==> src/rtl/reversible_gate_unit.sv <==
// reversible_gate_unit: two-stage pipelined bitwise reversible-gate engine
// (Feynman / Toffoli / Fredkin / Peres, forward or inverse) with a
// valid/ready handshake on both sides, a saturating accepted-operation
// counter and a sticky reversibility self-check.
module reversible_gate_unit #(
    parameter int unsigned WIDTH = 32,
    parameter int unsigned CNT_W = 16
) (
    input  logic             clk,
    input  logic             rst,
    input  logic             in_valid,
    output logic             in_ready,
    input  logic [1:0]       mode,
    input  logic             inv,
    input  logic [WIDTH-1:0] A,
    input  logic [WIDTH-1:0] B,
    input  logic [WIDTH-1:0] C,
    output logic             out_valid,
    input  logic             out_ready,
    output logic [WIDTH-1:0] P,
    output logic [WIDTH-1:0] Q,
    output logic [WIDTH-1:0] R,
    output logic [CNT_W-1:0] op_count,
    output logic             err
);

    localparam logic [1:0] MODE_FEYNMAN = 2'd0;
    localparam logic [1:0] MODE_TOFFOLI = 2'd1;
    localparam logic [1:0] MODE_FREDKIN = 2'd2;
    localparam logic [1:0] MODE_PERES   = 2'd3;

    // Three lanes travelling together: operands on the way in, results on the way out.
    typedef struct packed {
        logic [WIDTH-1:0] a;
        logic [WIDTH-1:0] b;
        logic [WIDTH-1:0] c;
    } trip_t;

    // Bitwise gate mapping; only Peres has a distinct inverse.
    function automatic trip_t apply_gate(input logic [1:0] m, input logic iv, input trip_t x);
        trip_t y;
        y = x;
        case (m)
            MODE_FEYNMAN: begin
                y.b = x.a ^ x.b;
            end
            MODE_TOFFOLI: begin
                y.c = (x.a & x.b) ^ x.c;
            end
            MODE_FREDKIN: begin
                y.b = (~x.a & x.b) | (x.a & x.c);
                y.c = (~x.a & x.c) | (x.a & x.b);
            end
            MODE_PERES: begin
                y.b = x.a ^ x.b;
                y.c = iv ? (x.c ^ (x.a & (x.a ^ x.b))) : ((x.a & x.b) ^ x.c);
            end
            default: begin
                y = x;
            end
        endcase
        return y;
    endfunction

    // Stage 1: captured operands and control
    logic       s1_valid;
    trip_t      s1_op;
    logic [1:0] s1_mode;
    logic       s1_inv;

    // Stage 2: results plus the operands that produced them
    logic       s2_valid;
    trip_t      s2_res;
    trip_t      s2_op;
    logic [1:0] s2_mode;
    logic       s2_inv;

    logic       chk_pend;

    logic       s1_adv_c;
    logic       accept_c;
    logic       s2_load_c;
    trip_t      s1_res_c;
    trip_t      chk_back_c;
    logic       chk_bad_c;

    // Handshake qualifiers; S2 frees up when empty or being drained.
    always_comb begin
        s1_adv_c  = ~s2_valid | out_ready;
        in_ready  = ~rst & (~s1_valid | s1_adv_c);
        accept_c  = in_valid & in_ready;
        s2_load_c = s1_valid & s1_adv_c;
    end

    // Forward datapath and opposite-direction recompute for the self-check.
    always_comb begin
        s1_res_c   = apply_gate(s1_mode, s1_inv, s1_op);
        chk_back_c = apply_gate(s2_mode, ~s2_inv, s2_res);
        chk_bad_c  = chk_pend & (chk_back_c != s2_op);
    end

    // Stage 1 register: loads on accept, empties when it hands over to S2.
    always_ff @(posedge clk) begin
        if (rst) begin
            s1_valid <= 1'b0;
            s1_op    <= '0;
            s1_mode  <= '0;
            s1_inv   <= 1'b0;
        end else if (accept_c) begin
            s1_valid <= 1'b1;
            s1_op    <= '{a: A, b: B, c: C};
            s1_mode  <= mode;
            s1_inv   <= inv;
        end else if (s2_load_c) begin
            s1_valid <= 1'b0;
        end
    end

    // Stage 2 register: holds result steady while downstream stalls.
    always_ff @(posedge clk) begin
        if (rst) begin
            s2_valid <= 1'b0;
            s2_res   <= '0;
            s2_op    <= '0;
            s2_mode  <= '0;
            s2_inv   <= 1'b0;
        end else if (s2_load_c) begin
            s2_valid <= 1'b1;
            s2_res   <= s1_res_c;
            s2_op    <= s1_op;
            s2_mode  <= s1_mode;
            s2_inv   <= s1_inv;
        end else if (out_ready) begin
            s2_valid <= 1'b0;
        end
    end

    // Self-check: compare the freshly loaded S2 contents one cycle after load.
    always_ff @(posedge clk) begin
        if (rst) begin
            chk_pend <= 1'b0;
            err      <= 1'b0;
        end else begin
            chk_pend <= s2_load_c;
            err      <= err | chk_bad_c;
        end
    end

    // Accepted-operation counter, saturating at all-ones.
    always_ff @(posedge clk) begin
        if (rst) begin
            op_count <= '0;
        end else if (accept_c && (op_count != {CNT_W{1'b1}})) begin
            op_count <= op_count + CNT_W'(1);
        end
    end

    // Outputs come straight from the S2 registers.
    always_comb begin
        out_valid = s2_valid;
        P         = s2_res.a;
        Q         = s2_res.b;
        R         = s2_res.c;
    end

endmodule

==> config.mk <==
export PLATFORM = sky130hd
export DESIGN_NAME = reversible_gate_unit
export DESIGN_NICKNAME = d
export VERILOG_FILES = /design/src/rtl/reversible_gate_unit.sv
export SDC_FILE = /design/constraint.sdc
export NUM_CORES = 1
export LEC_CHECK = 0
export ABC_CLOCK_PERIOD_IN_PS = 2900
export CORE_MARGIN = 2
export CORE_UTILIZATION = 50
export CTS_CLUSTER_SIZE = 24
export DETAILED_ROUTE_END_ITERATION = 12
export PLACE_DENSITY = 0.72
export SLEW_MARGIN = 0
export SYNTH_ARGS = -nofsm -noshare
export SYNTH_HDL_FRONTEND = slang
export SYNTH_SLANG_ARGS = --single-unit
==> constraint.sdc <==
create_clock -name clk -period 2.9 [get_ports clk]
set_input_delay 0.435 -clock clk [delete_from_list [all_inputs] [get_ports clk]]
set_output_delay 0.435 -clock clk [all_outputs]
set_load 0.02 [all_outputs]
# Word-level counts from Yosys, hierarchy flattened
# Cells that the tools add are included.
# Widths: inputs -> output; s select.
# classes
n_reduce_logical,7
mux,10
addsub,1
bitwise_logic,32
eq_ne,8
# ops
cell,count
$and 32x32->32,10
$pmux 32 s3,2
$xor 32x32->32,6
$or 32x32->32,4
$pmux 32 s2,2
$mux 32,2
$ne 64x64->1,1
$not 32->32,2
$add 16x1->16 const B,1
$ne 16x16->1 const B,1
$eq 2x2->1 const B,4
$and 1x1->1,4
$eq 2x1->1 const B,2
$logic_not 2->1,2
$mux 1,4
$reduce_bool 2->1,2
$reduce_or 2->1,2
$not 1->1,3
$or 1x1->1,3
$logic_and 1x1->1,1
# totals
output_inout_bits,115
word_cells,75
inputBits,103
regBits,282

# Logic depth before layout (Yosys ltp)
# logic_depth
ltp_word,8
ltp_mapped,13
depth_no_buf,10

# Worst setup path after synthesis
# No wires, ideal clock.
# synth_timing
path_type,flip-flop to flip-flop
startpoint,register s2_mode[0]
endpoint,register err
arrival_time_ns,2.404
setup_time_ns,0.135
path_buffers,3
path_stages_with_launch,13
t_required_ns,2.765
path_slack_ns,0.361
cell_sequence,dfxtp_1 > inv_1 > ha_1 > clkbuf_1 > or2_2 > clkbuf_1 > buf_2 > o221ai_1 > xor2_1 > nor4_1 > nand4_1 > nor4_1 > a211oi_1
# synth_between
elab_chain_len,6
word_cells_on_any_way,10
classes_between,4 x eq/ne; 2 x mux; 2 x bitwise; 2 x reduce/logical
# synth_lines
item,line_no,text
"start, declared",75,logic [1:0] s2_mode;
"start signal, assigned",131,s2_mode <= s1_mode;
$eq 2x2->1 / $logic_not 2->1 (equally long branches),43,case (m)
$reduce_or 2->1 (no line),-,
$pmux 32 s2,43,
$ne 64x64->1 *,99,chk_bad_c = chk_pend & (chk_back_c != s2_op);
$and 1x1->1 *,99,
$or 1x1->1 *,145,err <= err | chk_bad_c;
"end signal, assigned",145,
"end, declared",24,output logic err
# Mark *: on every way between the ends. The rest lies on a longest branch, timed or not.
# A chain may end at the register's enable or synchronous reset.

# Worst setup path in the final report
# Same ends and word-level chain as after synthesis.

==> qor.csv <==
stage,metric,value,unit
run_status,outcome,"finished, final reports clean",
pwr,peakVddDrop,0.526,mV
yosys,ys_top_cells_by_area,"dfxtp_1 31%, ha_1 9.4%, nand2_1 8.1%",
die,num_rows,69,
clock_network,htreeDepth,1,
clock_network,path_clk_slew,0.07,ns
setup_path,crit_slowest_cell,a2111oi_2,
yosys,synth-async-reset-ratio,0,%
setup_path,crit_top_cell,a2111oi_2,
yosys,synth_area,0.0181,mm^2
sta,fmax,0.356,GHz
sta,fin_skew,0.0143,ns
yosys,synth_top_flop_cell,dfxtp_1,
die,die_y,195,um
clock_network,clock_latency,0.59,ns
placed_design,portBuffers,217,
layout,nets,2742,
grt,met3_usage,5.81,%
route,routed_via_density,6.12,
grt,grt_use_met2,47.2,%
sta,whs,0.104,ns
grt,grt.overflow.total,0,
yosys,ys_seq_area_share,31.1,%
die,die-area,0.0378,mm^2
yosys,syn_nets,2591,
route,drtAntennaViolNets,0,
grt,grt_use_met1,50.3,%
yosys,synthDominantCellAreaShare,31.1,%
clock_network,cts_buffers,31,
route,finalWirelength,65.0,mm
sta,worstMarginPinSlew,0.828,ns
setup_path,critPathLaunchType,register,
setup_path,r2r-start,s2_mode[0]$_SDFFE_PP0P_,
yosys,yosysTopAreaCell,dfxtp_1,
setup_path,arrival,3.25,ns
grt,grt_max_degree,162,
pwr,power_density,495,mW/mm^2
setup_path,critPathKind,register to register,
route,drc,0,
yosys,synth_warnings,0,
placed_design,gp_congestion,1.02,
placed_design,post_dp_cell_area,0.0210,mm^2
setup_path,slowest_delay,0.38,ns
setup_path,end_kind,register,
setup_path,startpoint,s2_mode[0]$_SDFFE_PP0P_,
die,pin_count,218,
sta,setup_violations,0,
clock_network,cts_buffer_depth,3,
sta,post-route-period-util,96.7,%
clock_network,cts_tree,yes,
clock_network,cts_hold_buf,0,
grt,grt_pass1_wl,97.9,mm
yosys,netlist_instances,2351,
die,initial_core_util,50.9,%
route,via_count,18300,
yosys,synth_cell_type_count,61,
grt,grt_use_total,32.8,%
clock_network,root_buffer,clkbuf_16,
placed_design,dp_hpwl,47.5,mm
yosys,ys_ff_latch,282,
layout,area_growth,23.7,%
route,wire_per_inst,21.8,um
layout,fin_area,0.0224,mm^2
job,cap_violations,0,
route,drt_iter0_drc,2049,
pwr,p_leak,0.00858,uW
setup_path,worstPathCellList,ha_2 > a21o_4 > buf_4 > a2111oi_2 > o22ai_1 > xor2_1 > a2111oi_2 > nand3_1 > nor4_2 > a211oi_1,
grt,antenna_found_initial,0,
setup_path,worst_ep_required_time,3.34,ns
yosys,syn_avg_cell_area,7.72,um^2
clock_network,cts_sinks,282,
die,core,0.0357,mm^2
layout,antennaDiodeCount,0,
sta,hold_viol,0,
worst_hold_path,holdCritPathClass,primary input to register,
grt,grt_pass1_vias,16600,
sta,drv_slew,0,
route,dr.pass1.iters,6,
sta,slew-limit-headroom,44.8,%
layout,drive_gt1_share,9.02,%
grt,busiest_layer,met1,
die,die_width,195,um
sta,fin_crit,2.81,ns
setup_path,cp_max_fo,5,
worst_hold_path,holdCritStartpoint,rst,
yosys,synth_edf_count,0,
Yosys cell counts (all sizes together) (3+ instances only):
cell     count
inv        145
mux2        23
nor4        13
o221ai      65
a32oi        5
mux2i       37
nand3       19
and2         3
nand2      391
a221o        3
a21oi      162
nor4bb      18
and4         5
a21boi       9
nor2       150
and3        26
a32o         9
a221oi      22
or3          3
buf         60
dfxtp      282
nand4        6
ha         137
xnor2       44
nor3         4
nand3b      10
o211ai      35
o21ai      173
o22ai       19
nand2b       9
xor2        66
nor2b       56
nor3b       19
a22oi        7
a31oi       41
o31ai       66
clkbuf     149
a311oi      18
a2111oi     19
worst paths after layout:
kind / to / slack [ns] / cells past startpoint
worst max register to register: err$_SDFF_PP0_ / 0.09 / 10
worst min register to register: s2_op[46]$_SDFFE_PP0P_ / 0.47 / 2
worst max-delay path: err$_SDFF_PP0_ / 0.09 / 10
worst min-delay path: op_count[2]$_SDFFE_PP0P_ / 0.10 / 2
cells by family (layout without fill, tap and decap cells):
group,count (synthesis),count (layout),share of synthesized area [%]
mux,60,60,3.47
fa+ha+maj,137,137,9.45
simple gates,735,735,18.4
buf+inv,355,529,8.16
flops,282,282,31.1
xor+xnor,110,110,5.31
compound gates,672,674,24.1
cell type report:
cell class                      instances  area, um^2
Fill cell                            3090       13200
Multi-Input combinational cell       1716       11300
Sequential cell                       282        5650
Timing Repair Buffer                  325        3220
Clock buffer                           39         846
Tap cell                              461         577
Inverter                              146         548
Clock inverter                         19         318
metal layers:
metal,up-vias,routed length (um)
met5,-,0
met1,8675,30100
li1,8559,-
met2,948,26600
met3,98,6990
met4,0,1370
stage by stage:
stage	std cells	worst slack, ns	setup TNS [ns]	total power (uW)	utilization (%)
after floorplan	2351	0.361	0	5660	-
after global placement	2921	-0.0699	-0.0699	6540	58.9
after detailed placement	2921	-0.112	-0.112	6590	58.9
after CTS	2980	0.0351	0	11100	62.2
after global routing	2988	-0.0569	-0.0569	11500	62.9
final	2988	0.0946	0	11100	62.9
layout by cell type (no fill, tap or decap), types with 22 or more instances in the layout:
cell	n
o21ai_0	172
o211ai_1	35
and3_1	25
clkbuf_16	31
buf_4	87
o221ai_1	65
ha_1	130
a221oi_1	22
inv_1	144
clkdlybuf4s50_1	216
a21oi_1	161
mux2_2	23
a31oi_1	41
xnor2_1	44
xor2_1	66
dfxtp_1	279
o31ai_1	66
nor2b_1	55
nand2_1	391
mux2i_1	37
nor2_1	150
state kept, by name, summed over array words and instances, names as in the netlist, 2 cells and up:
name	cells
s1_op	96
s2_op	96
Q	32
R	32
op_count	16
s1_mode	2
s2_mode	2
report_power, final:
| part | switching (uW) | internal [uW] |
|---|---|---|
| Clock | 1720 | 2780 |
| Sequential | 409 | 4090 |
| Combinational | 1190 | 926 |
| Total | 3320 | 7800 |
critical path: cells and delay by family (launching register included):
family,cells,cell delay [ns]
AO/OA/AOI/OAI,5,1.26
AND/OR/NAND/NOR,2,0.49
flip-flops,1,0.36
adder cells (fa/ha/maj),1,0.24
XOR/XNOR,1,0.17
buffers and inverters,1,0.14
what timing repair did:
action | in CTS | in global routing
hold endpoints to repair | 0 | 0
gates cloned | 1 | 1
setup buffers | 0 | 7
resized for setup | 3 | 42
endpoints found under the setup margin | 1 | 1
pin swaps | 0 | 17
Power figures use the tool's default switching activity.
